<file path="config.mk">
export PLATFORM = sky130hd
export DESIGN_NAME = imem_loader
export DESIGN_NICKNAME = d
export VERILOG_FILES = /design/src/rtl/imem_loader.sv
export SDC_FILE = /design/constraint.sdc
export NUM_CORES = 1
export LEC_CHECK = 0
export CORE_ASPECT_RATIO = 0.5
export CORE_MARGIN = 3
export CORE_UTILIZATION = 38
export DETAILED_ROUTE_END_ITERATION = 8
export HOLD_SLACK_MARGIN = 0.15
export PLACE_DENSITY = 0.64
export SLEW_MARGIN = 20
export SYNTH_ARGS = -nofsm -noshare
export SYNTH_HDL_FRONTEND = slang
export SYNTH_SLANG_ARGS = --single-unit
</file>
<file path="constraint.sdc">
create_clock -name clk_i -period 4.5 [get_ports clk_i]
set_clock_uncertainty 0.15 [all_clocks]
set_input_delay 0.45 -clock clk_i [delete_from_list [all_inputs] [get_ports clk_i]]
set_output_delay 0.45 -clock clk_i [all_outputs]
set_load 0.01 [all_outputs]
</file>
<file path="src/rtl/imem_loader.sv">
// imem_loader: assembles a host byte stream into little-endian 32-bit words
// and writes them to the instruction memory at consecutive word addresses
// from 0. Busy stalls the CPU while a session is in progress.
module imem_loader #(
  parameter int DEPTH_WORDS = 1024,
  parameter int ADDR_WIDTH  = 32
) (
  input  logic                  clk_i,
  input  logic                  reset_i,
  input  logic                  start_i,
  input  logic [7:0]            byte_in_i,
  input  logic                  byte_valid_i,
  output logic                  byte_ready_o,
  output logic                  wr_enable_o,
  output logic [ADDR_WIDTH-1:0] wr_address_o,
  output logic [31:0]           wr_data_o,
  output logic                  busy_o,
  output logic                  done_o,
  output logic                  error_o,
  output logic [15:0]           words_loaded_o
);

  typedef enum logic [2:0] {
    S_IDLE, S_LEN_LO, S_LEN_HI, S_DATA, S_WRITE, S_DONE, S_ERR
  } state_t;

  state_t                state_q, state_d;
  logic [15:0]           count_q, count_d;
  logic [15:0]           idx_q, idx_d;
  logic [1:0]            lane_q, lane_d;
  logic [23:0]           asm_q, asm_d;      // lanes 0..2 of the word in flight
  logic [ADDR_WIDTH-1:0] addr_q, addr_d;
  logic [31:0]           data_q, data_d;
  logic [15:0]           words_q, words_d;

  logic        xfer;
  logic [15:0] len_full;
  logic        last_word;

  assign xfer      = byte_ready_o && byte_valid_i;
  assign len_full  = {byte_in_i, count_q[7:0]};
  assign last_word = (idx_q + 16'd1) == count_q;

  // State register with synchronous reset
  always_ff @(posedge clk_i) begin
    if (reset_i) state_q <= S_IDLE;
    else         state_q <= state_d;
  end

  // Next-state logic
  always_comb begin
    state_d = state_q;
    case (state_q)
      S_IDLE:   if (start_i) state_d = S_LEN_LO;
      S_LEN_LO: if (xfer) state_d = S_LEN_HI;
      S_LEN_HI: if (xfer) begin
                  if (len_full == 16'd0)                      state_d = S_DONE;
                  else if (32'(len_full) > 32'(DEPTH_WORDS))  state_d = S_ERR;
                  else                                        state_d = S_DATA;
                end
      S_DATA:   if (xfer && lane_q == 2'd3) state_d = S_WRITE;
      S_WRITE:  state_d = last_word ? S_DONE : S_DATA;
      S_DONE:   state_d = S_IDLE;
      S_ERR:    if (start_i) state_d = S_LEN_LO;
      default:  state_d = S_IDLE;
    endcase
  end

  // Moore outputs decoded from the current state
  always_comb begin
    byte_ready_o = 1'b0;
    wr_enable_o  = 1'b0;
    busy_o       = 1'b0;
    done_o       = 1'b0;
    error_o      = 1'b0;
    case (state_q)
      S_LEN_LO, S_LEN_HI, S_DATA: begin
        byte_ready_o = 1'b1;
        busy_o       = 1'b1;
      end
      S_WRITE: begin
        wr_enable_o = 1'b1;
        busy_o      = 1'b1;
      end
      S_DONE:  done_o  = 1'b1;
      S_ERR:   error_o = 1'b1;
      default: ;
    endcase
  end

  // Datapath next-state: length capture, byte lane packing, write staging.
  // The write address/data are registered on the 4th byte so they are
  // stable during WRITE and hold afterwards.
  always_comb begin
    count_d = count_q;
    idx_d   = idx_q;
    lane_d  = lane_q;
    asm_d   = asm_q;
    addr_d  = addr_q;
    data_d  = data_q;
    words_d = words_q;
    case (state_q)
      S_LEN_LO: if (xfer) count_d[7:0] = byte_in_i;
      S_LEN_HI: if (xfer) begin
                  count_d[15:8] = byte_in_i;
                  idx_d         = 16'd0;
                  lane_d        = 2'd0;
                  if (len_full == 16'd0) words_d = 16'd0;
                end
      S_DATA:   if (xfer) begin
                  lane_d = lane_q + 2'd1;
                  case (lane_q)
                    2'd0: asm_d[7:0]   = byte_in_i;
                    2'd1: asm_d[15:8]  = byte_in_i;
                    2'd2: asm_d[23:16] = byte_in_i;
                    default: begin
                      data_d = {byte_in_i, asm_q};
                      addr_d = ADDR_WIDTH'({idx_q, 2'b00});
                    end
                  endcase
                end
      S_WRITE:  begin
                  idx_d  = idx_q + 16'd1;
                  lane_d = 2'd0;
                  if (last_word) words_d = count_q;
                end
      default: ;
    endcase
  end

  // Datapath registers with synchronous reset
  always_ff @(posedge clk_i) begin
    if (reset_i) begin
      count_q <= '0;
      idx_q   <= '0;
      lane_q  <= '0;
      asm_q   <= '0;
      addr_q  <= '0;
      data_q  <= '0;
      words_q <= '0;
    end else begin
      count_q <= count_d;
      idx_q   <= idx_d;
      lane_q  <= lane_d;
      asm_q   <= asm_d;
      addr_q  <= addr_d;
      data_q  <= data_d;
      words_q <= words_d;
    end
  end

  assign wr_address_o   = addr_q;
  assign wr_data_o      = data_q;
  assign words_loaded_o = words_q;

endmodule

</file>
After elaboration in Yosys (flattened, before gate mapping)
Index checks and enable logic that the tools add are counted.
{"block": "word_totals", "register_bits": 125, "output_inout_bits": 85, "inputBits": 12, "word_cells": 75}
{"block": "op_classes", "muxes": 22, "bitwise": 1, "eq_ne": 17, "magnitude_cmp": 1, "n_reduce_logical": 21, "add_sub_neg": 2}
{"cell": "16-bit two-way mux", "n": 4}
{"cell": "16-bit one-hot mux with 2 select lines", "n": 2}
{"cell": "3-bit two-way mux", "n": 7}
{"cell": "16-bit by 1-bit adder with 16-bit output (second input constant)", "n": 1}
{"cell": "16-bit equality test", "n": 1}
{"cell": "16-bit by 11-bit greater-than comparator with 1-bit output (second input constant)", "n": 1}
{"cell": "16-bit zero test", "n": 1}
{"cell": "3-bit one-hot mux with 5 select lines", "n": 1}
{"cell": "3-bit AND reduction", "n": 5}
{"cell": "2-bit inequality test (second input constant)", "n": 6}
{"cell": "3-bit equality test (second input constant)", "n": 3}
{"cell": "4-bit AND reduction", "n": 2}
{"cell": "3-bit by 2-bit equality test with 1-bit output (second input constant)", "n": 2}
{"cell": "2-bit one-hot mux with 3 select lines", "n": 1}
{"cell": "2-bit AND reduction", "n": 3}
{"cell": "3-bit OR reduction", "n": 2}
{"cell": "1-bit two-way mux", "n": 5}
{"cell": "2-bit equality test (second input constant)", "n": 2}
{"cell": "2-bit two-way mux", "n": 2}
{"cell": "4-bit OR reduction", "n": 1}
{"cell": "3-bit by 1-bit equality test with 1-bit output (second input constant)", "n": 1}
{"cell": "3-bit zero test", "n": 1}
{"cell": "3-bit nonzero test", "n": 1}
{"cell": "2-bit by 1-bit adder with 2-bit output (second input constant)", "n": 1}
{"cell": "other kinds (7)", "n": 8}

Longest topological paths before layout
{"block": "depth", "word_depth": 7, "ltp_mapped": 10, "mapped_depth_nobuf": 7}

Worst setup path before layout
OpenSTA, ideal clock, no wires.
{"block": "synth_path", "path_kind": "reg-to-reg", "startpoint": "register idx_q[0]", "endpoint": "register words_q[10], in the netlist words_loaded_o[10]", "setup_slack_ns": 1.336, "stages_incl_launch_ff": 9, "setup_ns": 0.072, "period_less_slack_ns": 3.164, "n_path_buf": 2, "required_time_ns": 4.278, "arrival_time_ns": 2.942, "path_cell_list": "dfxtp_1 > buf_2 > nand4_4 > or4_1 > a211o_1 > or4_4 > a2111oi_4 > buf_8 > mux2i_1"}
{"block": "synth_between", "elab_chain_len": 4}
{"element": "start: declaration", "line": "29", "text": "logic [15:0] idx_q, idx_d;"}
{"element": "start signal: assignment", "line": "143", "text": "idx_q <= idx_d;"}
{"element": "16-bit by 1-bit adder with 16-bit output", "line": "42", "text": "assign last_word = (idx_q + 16'd1) == count_q;"}
{"element": "16-bit equality test", "line": "42"}
{"element": "2-bit inequality test (no source line)"}
{"element": "4-bit AND reduction (no source line)"}
{"element": "end signal: assignment", "line": "148", "text": "words_q <= words_d;"}
{"element": "end: declaration", "line": "34", "text": "logic [15:0] words_q, words_d;"}
Every way passes these cells.
A chain may end at the register's enable or synchronous reset.

Final worst setup path
{"block": "layout_path", "startpoint": "register state_q[0]", "endpoint": "output wr_enable_o"}
{"block": "layout_between", "elab_chain_len": 2}
{"element": "start: declaration", "line": "27", "text": "state_t state_q, state_d;"}
{"element": "start signal: assignment", "line": "47", "text": "else state_q <= state_d;"}
{"element": "3-bit equality test", "line": "76", "text": "case (state_q)"}
{"element": "1-bit two-way mux", "line": "76"}
{"element": "end: declaration", "line": "14", "text": "output logic wr_enable_o,"}
Every way passes these cells.

==> flow_metrics.env <==
export IMPL_status="finished, final reports clean"
export IMPL_drive_above_1_share_pct=6.369
export IMPL_grt_pass1_vias=4638
export IMPL_setup_viol=0
export IMPL_first_iter_violations=368
export IMPL_cts_sinks=125
export IMPL_slew_headroom_pct=44.41
export IMPL_ys_seq_area_share_pct=43.41
export IMPL_synthArstFlopShare_pct=0
export IMPL_syn_instance_count=725
export IMPL_postSynthAreaPerCell_sq_um=7.951
export IMPL_grt_setup_unrepaired="false"
export IMPL_grt_use_total_pct=17.89
export IMPL_max_vdd_ir_drop_v=0.0002530
export IMPL_synth_seq_cells=125
export IMPL_r2r_start="idx_q[4]"
export IMPL_synth_area_leader_cell="dfxtp_1"
export IMPL_cts_resized=0
export IMPL_placed_cell_area_sq_um=6560
export IMPL_post_route_period_util_pct=76.25
export IMPL_num_rows=31
export IMPL_crit_fanout=20
export IMPL_cts_tree="built"
export IMPL_vias_per_cell=5.154
export IMPL_start_util_pct=39.32
export IMPL_crit_path_start_kind="register"
export IMPL_route_detailed_drc=0
export IMPL_finalPower_mw=2.626
export IMPL_slowest_stage="clkdlybuf4s50_1"
export IMPL_path_buf_inv=3
export IMPL_max_freq_mhz=291.5
export IMPL_grt_pass1_wl_mm=24.37
export IMPL_grt_max_degree=85
export IMPL_die_x_microns=180.2
export IMPL_finish_instance_area_sq_um=7122
export IMPL_crit_chain="nor2_1 > nand2_1 > buf_4 > inv_1 > clkdlybuf4s50_1"
export IMPL_final_util_pct=48.57
export IMPL_synth_top_area_share_pct=43.41
export IMPL_pre_cts_ws_ns=1.253
export IMPL_avgRoutedWirePerCell_microns=15.11
export IMPL_critPathKind="register to primary output"
export IMPL_area_growth_pct=23.55
export IMPL_hold_start="asm_q[20]"
export IMPL_post_route_min_period_ns=3.431
export IMPL_antenna_found_initial=0
export IMPL_synth_cell_types=56
export IMPL_fin_cells=983
export IMPL_yosysMostFrequentCell="nand2_1"
export IMPL_synth_ff_type="dfxtp_1"
export IMPL_routed_wl_mm=14.85
export IMPL_hold_path_class="register to register"
export IMPL_nFillCells=1444
export IMPL_core_area_sq_um=14660
export IMPL_required_ns=3.90
export IMPL_dp_hpwl_mm=9.716
export IMPL_cts_buffers=17
export IMPL_holdBufCountCts=0
export IMPL_gp_congestion=0.8732
export IMPL_p_leak_nw=2.374
export IMPL_powerDensity_nw_per_um2=368.7
export IMPL_holdWs_ns=0.3006
export IMPL_synth_area_leaders="dfxtp_1 43%, nand2_1 11%, a21oi_1 8.9%"
export IMPL_worst_slew_pin_slew_ns=0.8339
export IMPL_grt_overflow=0
export IMPL_arrival_ns=2.83
export IMPL_dp_cells=951
export IMPL_dieArea_sq_um=16770
export IMPL_cts_root_buf="clkbuf_16"
export IMPL_portBuffers=80
export IMPL_netlist_area_sq_um=5764
export IMPL_maxCapViolCount=0
export IMPL_crit_family="buffers and inverters"
export IMPL_startpoint="state_q[0]"
export IMPL_io_pin_count=97
export IMPL_clk_latency_ns=0.42
export IMPL_n_antenna_cell=0
export IMPL_final_antenna_net_count=0
export IMPL_path_clk_slew_ns=0.06
export IMPL_drv_slew=0
export IMPL_tns_ns=0
export IMPL_synth_edff_count=0
export IMPL_crit_path_max_incr_delay_ns=0.67
export IMPL_fin_nets=789
export IMPL_cts_buffer_depth=2
export IMPL_fin_ws_ns=1.069
export IMPL_htree_levels=4
export IMPL_cts_setup_buffers=0
export IMPL_synth_warnings=0
export IMPL_end_kind="primary output"
export IMPL_synthTopCellsByCount="171 x nand2_1, 125 x dfxtp_1, 103 x a21oi_1"
export IMPL_dr_pass1_iters=5
export IMPL_hold_viol=0
export IMPL_num_vias=5066
export IMPL_die_h_microns=93.09
## worst register-to-register path, cell delays in order, from the launching register on
cell,delay (ns)
dfxtp_1,0.57
nand4_4,0.19
or4_1,0.56
a211o_1,0.31
or4_4,0.56
a2111oi_4,0.27
buf_4,0.35
mux2i_1,0.23
## final cells by class
type | count | area (sq um) | share of cell area (%)
Timing Repair Buffer | 89 | 865.8 | 12.16
Clock buffer | 17 | 425.4 | 5.973
Sequential cell | 125 | 2502 | 35.14
Inverter | 10 | 37.54 | 0.5271
Clock inverter | 15 | 136.4 | 1.915
Tap cell | 198 | 247.7 | 3.479
Multi-Input combinational cell | 529 | 2907 | 40.81
## path summary, 6_finish.rpt
path	end	slack, ns	cells past startpoint
max	wr_enable_o	1.07	5
min	wr_data_o[20]	0.30	2
max reg2reg	words_loaded_o[12]	1.26	7
min reg2reg	wr_data_o[20]	0.30	2
## sequential cells by signal, indices dropped and copies added, names as in the netlist
register        count
idx_q              16
state_q             3
wr_address_o       16
lane_q              2
asm_q              24
wr_data_o          32
count_q            16
words_loaded_o     16
## routing by layer
layer  up-vias  GRT usage (%)  share of wire, %
li1       2541              -                 -
met1      2364          24.13                48
met2       143          28.67                46
met3        18          3.924               5.2
met4         0          5.999               1.2
met5         -              0                 0
## where the power goes
part	leakage [nW]	internal, mW	switching [mW]
registers	1.01	1.12	0.0234
logic	1.09	0.0667	0.106
clock network	0.272	0.766	0.545
## cells by family after synthesis
group / share of synthesized area, %
other: 0.06506
XOR/XNOR: 2.822
AO/OA/AOI/OAI: 15.65
multiplexers: 4.862
buffers and inverters: 7.250
AND/OR/NAND/NOR: 24.85
adder cells (fa/ha/maj): 1.085
flip-flops: 43.41
## cell usage in the layout (no fill, tap or decap), types with 3 or more instances in the layout
master	count
nand3_1	33
buf_4	10
mux2i_1	28
o21ai_0	18
nor2_1	33
inv_6	4
clkbuf_16	17
nand2_1	171
a31oi_1	3
or3_1	5
or4_1	3
clkinv_2	4
a311oi_1	3
clkdlybuf4s50_1	79
nor3_1	8
conb_1	16
xor2_1	3
nor4_1	5
nand4_1	5
nand2b_1	19
ha_1	5
and4_1	3
inv_1	10
a22oi_1	3
a211oi_1	3
and3_1	7
clkinvlp_4	3
dfxtp_1	125
a21oi_1	103
o211ai_1	3
xnor2_1	13
No activity file was read; power rests on OpenSTA's default activity.
